**src/rtl/ball_mover.sv**
```systemverilog
// Ball position engine for the pong datapath.
// Holds the ball's x/y coordinates on the 8x8 field and runs the tick divider.
// Steps the ball once per game tick and owns the IDLE/RUN/OVER game flow.
module ball_mover #(
    parameter int TICK_DIV = 25000000,
    parameter int CNT_W    = 25
) (
    input  logic       clk,
    input  logic       rst,
    input  logic       start,
    input  logic       dir_x,
    input  logic       dir_y,
    input  logic       endgame_in,
    output logic [2:0] x_pos,
    output logic [2:0] y_pos,
    output logic       running,
    output logic       game_over,
    output logic       tick
);

    typedef enum logic [1:0] {
        IDLE = 2'b00,
        RUN  = 2'b01,
        OVER = 2'b10
    } state_t;

    localparam logic [CNT_W-1:0] LAST_COUNT = CNT_W'(TICK_DIV - 1);
    localparam logic [2:0]       HOME       = 3'd3;

    state_t           state;
    state_t           state_next;
    logic [CNT_W-1:0] count;
    logic             step_edge;
    logic             over_hit;
    logic [2:0]       x_step;
    logic [2:0]       y_step;

    // Step-edge detect, miss/wall detect and saturating next coordinates
    always_comb begin
        step_edge = (state == RUN) && (count == LAST_COUNT);
        over_hit  = endgame_in || (y_pos == 3'd0) || (y_pos == 3'd7);
        if (dir_x) begin
            x_step = (x_pos == 3'd0) ? 3'd0 : x_pos - 3'd1;
        end else begin
            x_step = (x_pos == 3'd7) ? 3'd7 : x_pos + 3'd1;
        end
        if (dir_y) begin
            y_step = (y_pos == 3'd0) ? 3'd0 : y_pos - 3'd1;
        end else begin
            y_step = (y_pos == 3'd7) ? 3'd7 : y_pos + 3'd1;
        end
    end

    // Game-flow state register
    always_ff @(posedge clk) begin
        if (rst) begin
            state <= IDLE;
        end else begin
            state <= state_next;
        end
    end

    // Next-state logic; any unused encoding falls back to IDLE
    always_comb begin
        state_next = IDLE;
        case (state)
            IDLE: state_next = start ? RUN : IDLE;
            RUN:  state_next = (step_edge && over_hit) ? OVER : RUN;
            OVER: state_next = start ? IDLE : OVER;
            default: state_next = IDLE;
        endcase
    end

    // Status outputs decoded from the registered state only
    always_comb begin
        running   = (state == RUN);
        game_over = (state == OVER);
    end

    // Tick divider, ball position and the tick pulse following each step edge
    always_ff @(posedge clk) begin
        if (rst) begin
            count <= '0;
            x_pos <= HOME;
            y_pos <= HOME;
            tick  <= 1'b0;
        end else begin
            tick <= step_edge;
            case (state)
                IDLE: begin
                    count <= '0;
                end
                RUN: begin
                    if (step_edge) begin
                        count <= '0;
                        if (!over_hit) begin
                            x_pos <= x_step;
                            y_pos <= y_step;
                        end
                    end else begin
                        count <= count + 1'b1;
                    end
                end
                OVER: begin
                    if (start) begin
                        count <= '0;
                        x_pos <= HOME;
                        y_pos <= HOME;
                    end
                end
                default: begin
                    count <= '0;
                    x_pos <= HOME;
                    y_pos <= HOME;
                end
            endcase
        end
    end

endmodule

```
**config.mk**
```make
export PLATFORM = sky130hd
export DESIGN_NAME = ball_mover
export DESIGN_NICKNAME = d
export VERILOG_FILES = /design/src/rtl/ball_mover.sv
export SDC_FILE = /design/constraint.sdc
export NUM_CORES = 1
export LEC_CHECK = 0
export BUFFER_PORTS_ARGS = -buffer_cell sky130_fd_sc_hd__buf_2
export CORE_AREA = 5 5 87 89
export DETAILED_ROUTE_END_ITERATION = 10
export DIE_AREA = 0 0 92 94
export PLACE_DENSITY = 0.51
export SLEW_MARGIN = 10
export SYNTH_ARGS = -nofsm -noshare
export SYNTH_HDL_FRONTEND = slang
export SYNTH_SLANG_ARGS = --single-unit
```
**constraint.sdc**
```tcl
create_clock -name clk -period 4.12 [get_ports clk]
set_input_delay 0.206 -clock clk [delete_from_list [all_inputs] [get_ports clk]]
set_output_delay 0.206 -clock clk [all_outputs]
set_load 0.01 [all_outputs]
```
-- Yosys cells after proc, flatten, opt, wreduce, memory -nomap -nowiden
Index checks and enable logic that the tools add are counted.
W data, S select, Z words.
- equal/unequal tests: 8
- add/sub/neg operators: 5
- multiplexer cells: 20
- bitwise gates (word level): 1
- reduce and logical (&&, ||, !) cells: 8
- operators with widths (cell ; count):
    $mux W25 ; 2
    $pmux W25 S2 ; 1
    $mux W3 ; 11
    $add A25 B1 Y25 const B ; 1
    $eq A25 B25 Y1 const B ; 1
    $pmux W3 S3 ; 2
    $add A3 B1 Y3 const B ; 2
    $eq A3 B3 Y1 const B ; 2
    $logic_not A3 Y1 ; 2
    $pmux W2 S3 ; 1
    $sub A3 B1 Y3 const B ; 2
    $mux W2 ; 2
    $ne A2 B2 Y1 const B ; 2
    $reduce_and A4 Y1 ; 1
    $eq A2 B1 Y1 const B ; 1
    $eq A2 B2 Y1 const B ; 1
    $logic_and A1 B1 Y1 ; 2
    $logic_not A2 Y1 ; 1
    $logic_or A1 B1 Y1 ; 2
    $ne A2 B1 Y1 const B ; 1
    $mux W1 ; 1
    $not A1 Y1 ; 1
- register bits: 34
- input bits: 6
- logic and storage cells: 47
- output and inout bits: 9

-- Logic depth before layout (Yosys ltp)
Gate-level depths: netlist of the first run.
- word-level depth: 6
- gate-level depth with buffers: 8
- depth with buffers taken out: 7

-- Worst setup path after synthesis of the first run
Ideal clock, no wire load.
- kind: register to register
- start: register y_pos[0]
- end: register y_pos[2]
- arrival time: 1.726 ns
- buffers on the path: 1
- stages on the path, launching flop included: 9
- clock period less this slack: 1.805 ns
- slack: 2.315 ns
- path through: dfxtp_1 -> inv_1 -> ha_1 -> nor2b_1 -> nand4bb_1 -> o31ai_1 -> buf_2 -> o21ai_0 -> a22oi_1
- cells in the longest elaborated chain, start to end: 6
- elaborated cells between the ends (all ways): 14
- RTL lines (element ; line ; text):
    start, declared ; 15 ; output logic [2:0] y_pos,
    start signal, assigned ; 98 ; y_pos <= y_step;
    $add A3 B1 Y3, or another cell as far along ; 50 ; y_step = (y_pos == 3'd7) ? 3'd7 : y_pos + 3'd1;
    $mux W3, on equally long branches ; 50, 48 ;
    $mux W3 ; 47 ; if (dir_y) begin
    $mux W3 ; 96 ; if (!over_hit) begin
    $mux W3 ; 94 ; if (step_edge) begin
    $pmux W3 S3 ; 89 ; case (state)
Several ways; a longest one is shown, not always the timed one. The select of a mux whose other input is x is not followed.
A chain may end at the register's enable or synchronous reset.

-- Worst setup path in the final report of the first run
- start: register y_pos[0]
- end: register x_pos[2]
- cells in the longest elaborated chain, start to end: 5
- elaborated cells between the ends (all ways): 6
- RTL lines (element ; line ; text):
    $logic_not A3 Y1 ; 41 ; over_hit = endgame_in || (y_pos == 3'd0) || (y_pos == 3'd7);
    $logic_or A1 B1 Y1 ; 41 ;
    $logic_or A1 B1 Y1 * ; 41 ;
    $ne A2 B2 Y1 (no source line) * ; -- ;
    $reduce_and A4 Y1 (no source line) * ; -- ;
    end signal, assigned ; 97 ; x_pos <= x_step;
    end, declared ; 14 ; output logic [2:0] x_pos,
Mark *: on every way between the ends. The rest lies on a longest branch, timed or not.

==> results of run 1 <==
==> synth_stat cells, drive strengths merged (3+ instances only) <==
master / instances
nor3: 8
o211ai: 3
dfxtp: 34
clkbuf: 3
nand2: 25
nor3b: 3
nand3: 9
or4: 3
xnor2: 11
o21ai: 15
nand4: 8
nor2: 25
a21oi: 10
nand2b: 3
nor4: 6
ha: 8
and3: 6
buf: 3
xor2: 6
inv: 13
and2: 4
==> power by group <==
part / internal, uW / switching (uW) / total [uW] / leakage [uW]
clock: 181 / 123 / 305 / 0.0000524
sequential: 330 / 2.09 / 332 / 0.000274
combinational: 7.78 / 16.6 / 24.4 / 0.000461
total: 519 / 142 / 661 / 0.000788
==> state kept, by name, summed over array words and instances (netlist names) <==
signal,cells
x_pos,3
count,25
state,2
tick,1
y_pos,3
==> stage by stage <==
| stage | total power (uW) | setup WS (ns) | hold WS [ns] | util (%) | cells |
|---|---|---|---|---|---|
| 2_1_floorplan | 354 | 2.31 | 0.344 | - | 237 |
| 3_3_place_gp | 364 | 1.69 | 0.463 | 31.1 | 325 |
| 3_5_place_dp | 364 | 1.62 | 0.471 | 31.1 | 325 |
| 4_1_cts | 669 | 1.61 | 0.181 | 32.7 | 333 |
| 5_1_grt | 686 | 1.23 | 0.187 | 32.7 | 333 |
| 6_report | 661 | 1.63 | 0.187 | 32.7 | 333 |
==> routing by layer <==
layer  vias to the layer above  part of all wire, %  track usage, %
li1                        866                    -               -
met1                       758                   51            13.7
met2                        24                   44            16.7
met3                         7                  3.7            2.88
met4                         0                  1.4            4.21
met5                         -                    0               0
==> final cells by class <==
type	instances	share of cell area, %
sequential	34	31.2
inverter	13	2.23
clock buffer	7	3.49
multi-input combinational	184	54.0
timing repair buffer	14	3.21
tap	80	4.58
clock inverter	1	1.37
==> path summary, 6_finish.rpt <==
path | to
worst min register to register | count[1]$_SDFFE_PP0P_
worst max register to register | x_pos[2]$_SDFFE_PP0P_
worst max-delay path | x_pos[2]$_SDFFE_PP0P_
worst min-delay path | state[0]$_SDFF_PP0_
==> layout by cell type, fill, tap and decap left out, types with 8 or more instances in the layout <==
cell type / count
buf_2: 14
inv_1: 13
nand2_1: 25
nand4_1: 8
dfxtp_1: 34
xnor2_1: 11
a21oi_1: 10
nor3_1: 8
o21ai_0: 15
nor2_1: 25
ha_1: 8
==> logic make-up (layout without fill, tap and decap cells) <==
logic type | count (synthesis) | in the layout | share of synthesized area, %
AOI/OAI and AO/OA | 46 | 46 | 15.5
adders and majority gates | 8 | 8 | 5.16
and+or+nand+nor | 113 | 113 | 32.4
DFF | 34 | 34 | 35.1
xor gates and xnor gates | 17 | 17 | 7.67
buffers and inverters | 19 | 35 | 4.19
==> results.yml, run 1 <==
timing:
  setup_tns_ns: 0
  rsz0062_at_grt: "false"
  worstMarginPinSlew_ns: 1.08
  period_share_pct: 60.5
  setup_viol: 0
  period_minus_slack_ns: 2.49
  skew_ns: 0.0135
  relSlewSlack_pct: 27.6
  fmax_mhz: 401
  drv_slew: 0
  final-hold-violation-count: 0
floorplanning:
  fp.dieW_um: 92
  start_util_pct: 29.0
  coreArea_sq_um: 6680
  die_height_um: 94
  rows: 30
  die-area_sq_um: 8650
  ios: 15
final_layout:
  drive_gt1_share_pct: 12.6
  regArea_sq_um: 681
  fill_cells: 706
  n_antenna_cell: 0
  multi_input_area_sq_um: 1180
  design_area_sq_um: 2180
  area_growth_pct: 12.6
  final_nets: 266
cts:
  cts_hold_buf: 0
  cts_setup_buffers: 0
  cts_root_buf: "clkbuf_8"
  cts_max_level: 2
  clkLatencyLatePin_ns: 0.29
  cts_buffers: 5
  post_cts_resized: 0
  clockBufferDepth: 2
  cts_tree: "done"
  clkTransAtPathRegs_ns: 0.08
  clock_sinks: 34
worst_setup_path:
  path_class: "reg -> reg"
  start_kind: "flop"
  arrival_ns: 2.73
  crit_family: "compound AO/OA/AOI/OAI gates"
  rrSetupSlack_ns: 1.63
  critPathLaunch: "y_pos[0]$_SDFFE_PP1P_"
  critPathBufInv: 1
  crit_chain: "inv_1, ha_1, nor2b_1, nand4bb_1, o31ai_1, o21ai_0, o2bb2a_1"
  r2r-start: "y_pos[0]$_SDFFE_PP1P_"
  critPathSlowestCell: "o31ai_1"
  ff2ff_path_depth: 7
  cp_num_cells: 7
  end_kind: "flop"
  critical_path_peak_fanout: 11
  worstPathRequired_ns: 4.36
  critPathMaxStageDelay_ns: 0.88
logic_synthesis:
  synth-main-ff-cell: "dfxtp_1"
  synth_cells: 237
  yosys_warnings: 0
  syn-num-nets: 251
  synthTopCellsByArea: "dfxtp_1 (35%), ha_1 (5.2%), xnor2_1 (5.0%)"
  yosysTopAreaCell: "dfxtp_1"
  synth_area_sq_um: 1940
  yosysTopAreaCellShare_pct: 35.1
  synth.distinct_cells: 51
  yosysSeqAreaShare_pct: 35.1
  ys_ff_latch: 34
  ys_async_sr_fraction_pct: 0
  synth_area_per_cell_sq_um: 8.19
  synth_edf_count: 0
global_route:
  grt_first_pass_wirelength_mm: 7.44
  antenna_found_initial: 0
  overflow: 0
  track_usage_pct: 10.6
  grt_pass1_vias: 1597
  grt_max_degree: 21
route:
  drt.antenna.violating_nets: 0
  drc: 0
  dr.pass1.iters: 4
  drt-wirelength-per-cell_um: 13.1
  drtIter0Drc: 65
  vias: 1655
  vias_per_cell: 4.97
  detail_route.wirelength_mm: 4.37
placement:
  port_buffers: 14
  dpl_cell_area_sq_um: 2080
  globalplace.congestion: 0.777
  hpwlAfterDp_mm: 3.18
min_path:
  holdCritPathClass: "in -> reg"
  worstHoldPathCells: 2
  hp-start: "start"
pwr:
  ir_worst_vdd_uv: 121
  p_leak_uw: 0.000788
  cellPowerDensity_nw_per_um2: 303
job:
  cap_violations: 0
status:
  outcome: "finished, final reports clean"
Power figures use the tool's default switching activity.
==> run 2, diff against run 1 <==
Clock period 4.12 ns to 2.3 ns, I/O delays scaled along.
==> run 2 against run 1 <==
  * Wire length decreased by 0.66%
  * Critical path depth fell by 2
  * Highest routed layer unchanged
  * Final cell count increased by 1.5%
==> results.yml, run 2 (synthesis gave the netlist of run 1 again) <==
final_layout:
  utilization_pct: 33.5
  final_cell_mix: "dfxtp_1 (34), nand2_1 (25), nor2_1 (25)"
  final_nets: 271
  area_growth_pct: 15.3
  layout.cells.non_filler: 338
  n_antenna_cell: 0
  fill_cells: 722
  largestRegisters: "count: 25 flops, x_pos: 3 flops, y_pos: 3 flops"
  drive_gt1_share_pct: 15.1
  largest_reg_flops: 25
  mostFrequentLayoutCell: "dfxtp_1"
  max_flop_register: "count"
cts:
  cts_hold_buf: 0
  cts_max_level: 2
  clkTransAtPathRegs_ns: 0.07
  clock_sinks: 34
  cts_buffers: 5
  clkLatencyLatePin_ns: 0.28
  post_cts_resized: 0
  clockBufferDepth: 2
  cts_tree: "done"
  cts_setup_buffers: 0
  cts_root_buf: "clkbuf_8"
placement:
  dp_cells: 330
  globalplace.congestion: 0.769
  port_buffers: 14
  hpwlAfterDp_mm: 3.13
timing:
  setup_viol: 0
  worstMarginPinSlew_ns: 0.630
  setup_tns_ns: 0
  skew_ns: 0.00320
  final-hold-violation-count: 0
  rsz0062_at_grt: "false"
  period_share_pct: 86.9
  fmax_mhz: 500
  drv_slew: 0
  relSlewSlack_pct: 57.8
  period_minus_slack_ns: 2.00
global_route:
  grt_pass1_vias: 1557
  antenna_found_initial: 0
  grt_first_pass_wirelength_mm: 7.29
  track_usage_pct: 10.4
  overflow: 0
  grt_max_degree: 18
floorplanning:
  fp.dieW_um: 92
  ios: 15
  die_height_um: 94
  start_util_pct: 29.0
  die-area_sq_um: 8650
  rows: 30
  coreArea_sq_um: 6680
worst_setup_path:
  critical_path_peak_fanout: 5
  start_kind: "flop"
  end_kind: "flop"
  path_class: "reg -> reg"
  worstPathRequired_ns: 2.50
  arrival_ns: 2.20
  ff2ff_path_depth: 5
pwr:
  p_leak_uw: 0.000825
  p_total_uw: 1170
  ir_worst_vdd_uv: 230
  cellPowerDensity_nw_per_um2: 522
route:
  vias_per_cell: 5.07
  dr.pass1.iters: 4
  drc: 0
  drt-wirelength-per-cell_um: 12.8
  drtIter0Drc: 125
  detail_route.wirelength_mm: 4.34
  drt.antenna.violating_nets: 0
  vias: 1715
min_path:
  holdCritPathClass: "in -> reg"
  worstHoldPathCells: 2
status:
  outcome: "finished, final reports clean"
job:
  cap_violations: 0
## run 2: cell count changes in the layout (fill, tap and decap cells not counted)
cell       change
buf_4          +4
clkbuf_8       +3
clkbuf_1       -2
buf_12         +1
bufinv_16      -1
## run 2: final timing paths
| path | from | end | slack, ns |
|---|---|---|---|
| worst min register to register | count[1]$_SDFFE_PP0P_ | count[1]$_SDFFE_PP0P_ | 0.48 |
| worst max-delay path | count[6]$_SDFFE_PP0P_ | state[1]$_SDFF_PP0_ | 0.30 |
| worst min-delay path | start | state[0]$_SDFF_PP0_ | 0.10 |
| worst max register to register | count[6]$_SDFFE_PP0P_ | state[1]$_SDFF_PP0_ | 0.30 |
## run 2: cell type report
cell class	instances	area, sq um	share of cell area, %
clock buffer	8	110	4.92
timing repair buffer	19	120	5.37
multi-input combinational	184	1180	52.7
tap	80	100	4.47
inverter	13	48.8	2.18
sequential	34	681	30.4
## run 2: layer usage
| metal | wire (um) | track usage [%] |
|---|---|---|
| met1 | 2230 | 13.9 |
| met2 | 1910 | 15.8 |
| met3 | 112 | 2.56 |
| met4 | 87 | 4.95 |
| met5 | 0 | 0 |
## run 2: where the power goes
group | switching, uW | internal [uW] | total, uW
combinational | 30.9 | 20.0 | 50.8
sequential | 3.54 | 591 | 595
clock | 220 | 302 | 523
## run 2: critical path: stages (launching register included)
cell	delay, ns
dfxtp_1	0.36
nor4b_1	0.35
nand4_1	0.27
or2_1	0.31
or3_1	0.39
a221oi_2	0.24
## run 2: through the flow
stage / worst slack [ns] / hold slack [ns] / area (sq um)
2_1_floorplan: 0.495 / 0.253 / 1940
3_3_place_gp: 0.281 / 0.387 / 2130
3_5_place_dp: 0.323 / 0.393 / 2130
4_1_cts: 0.302 / 0.0834 / 2240
5_1_grt: 0.151 / 0.0963 / 2240
6_report: 0.301 / 0.102 / 2240
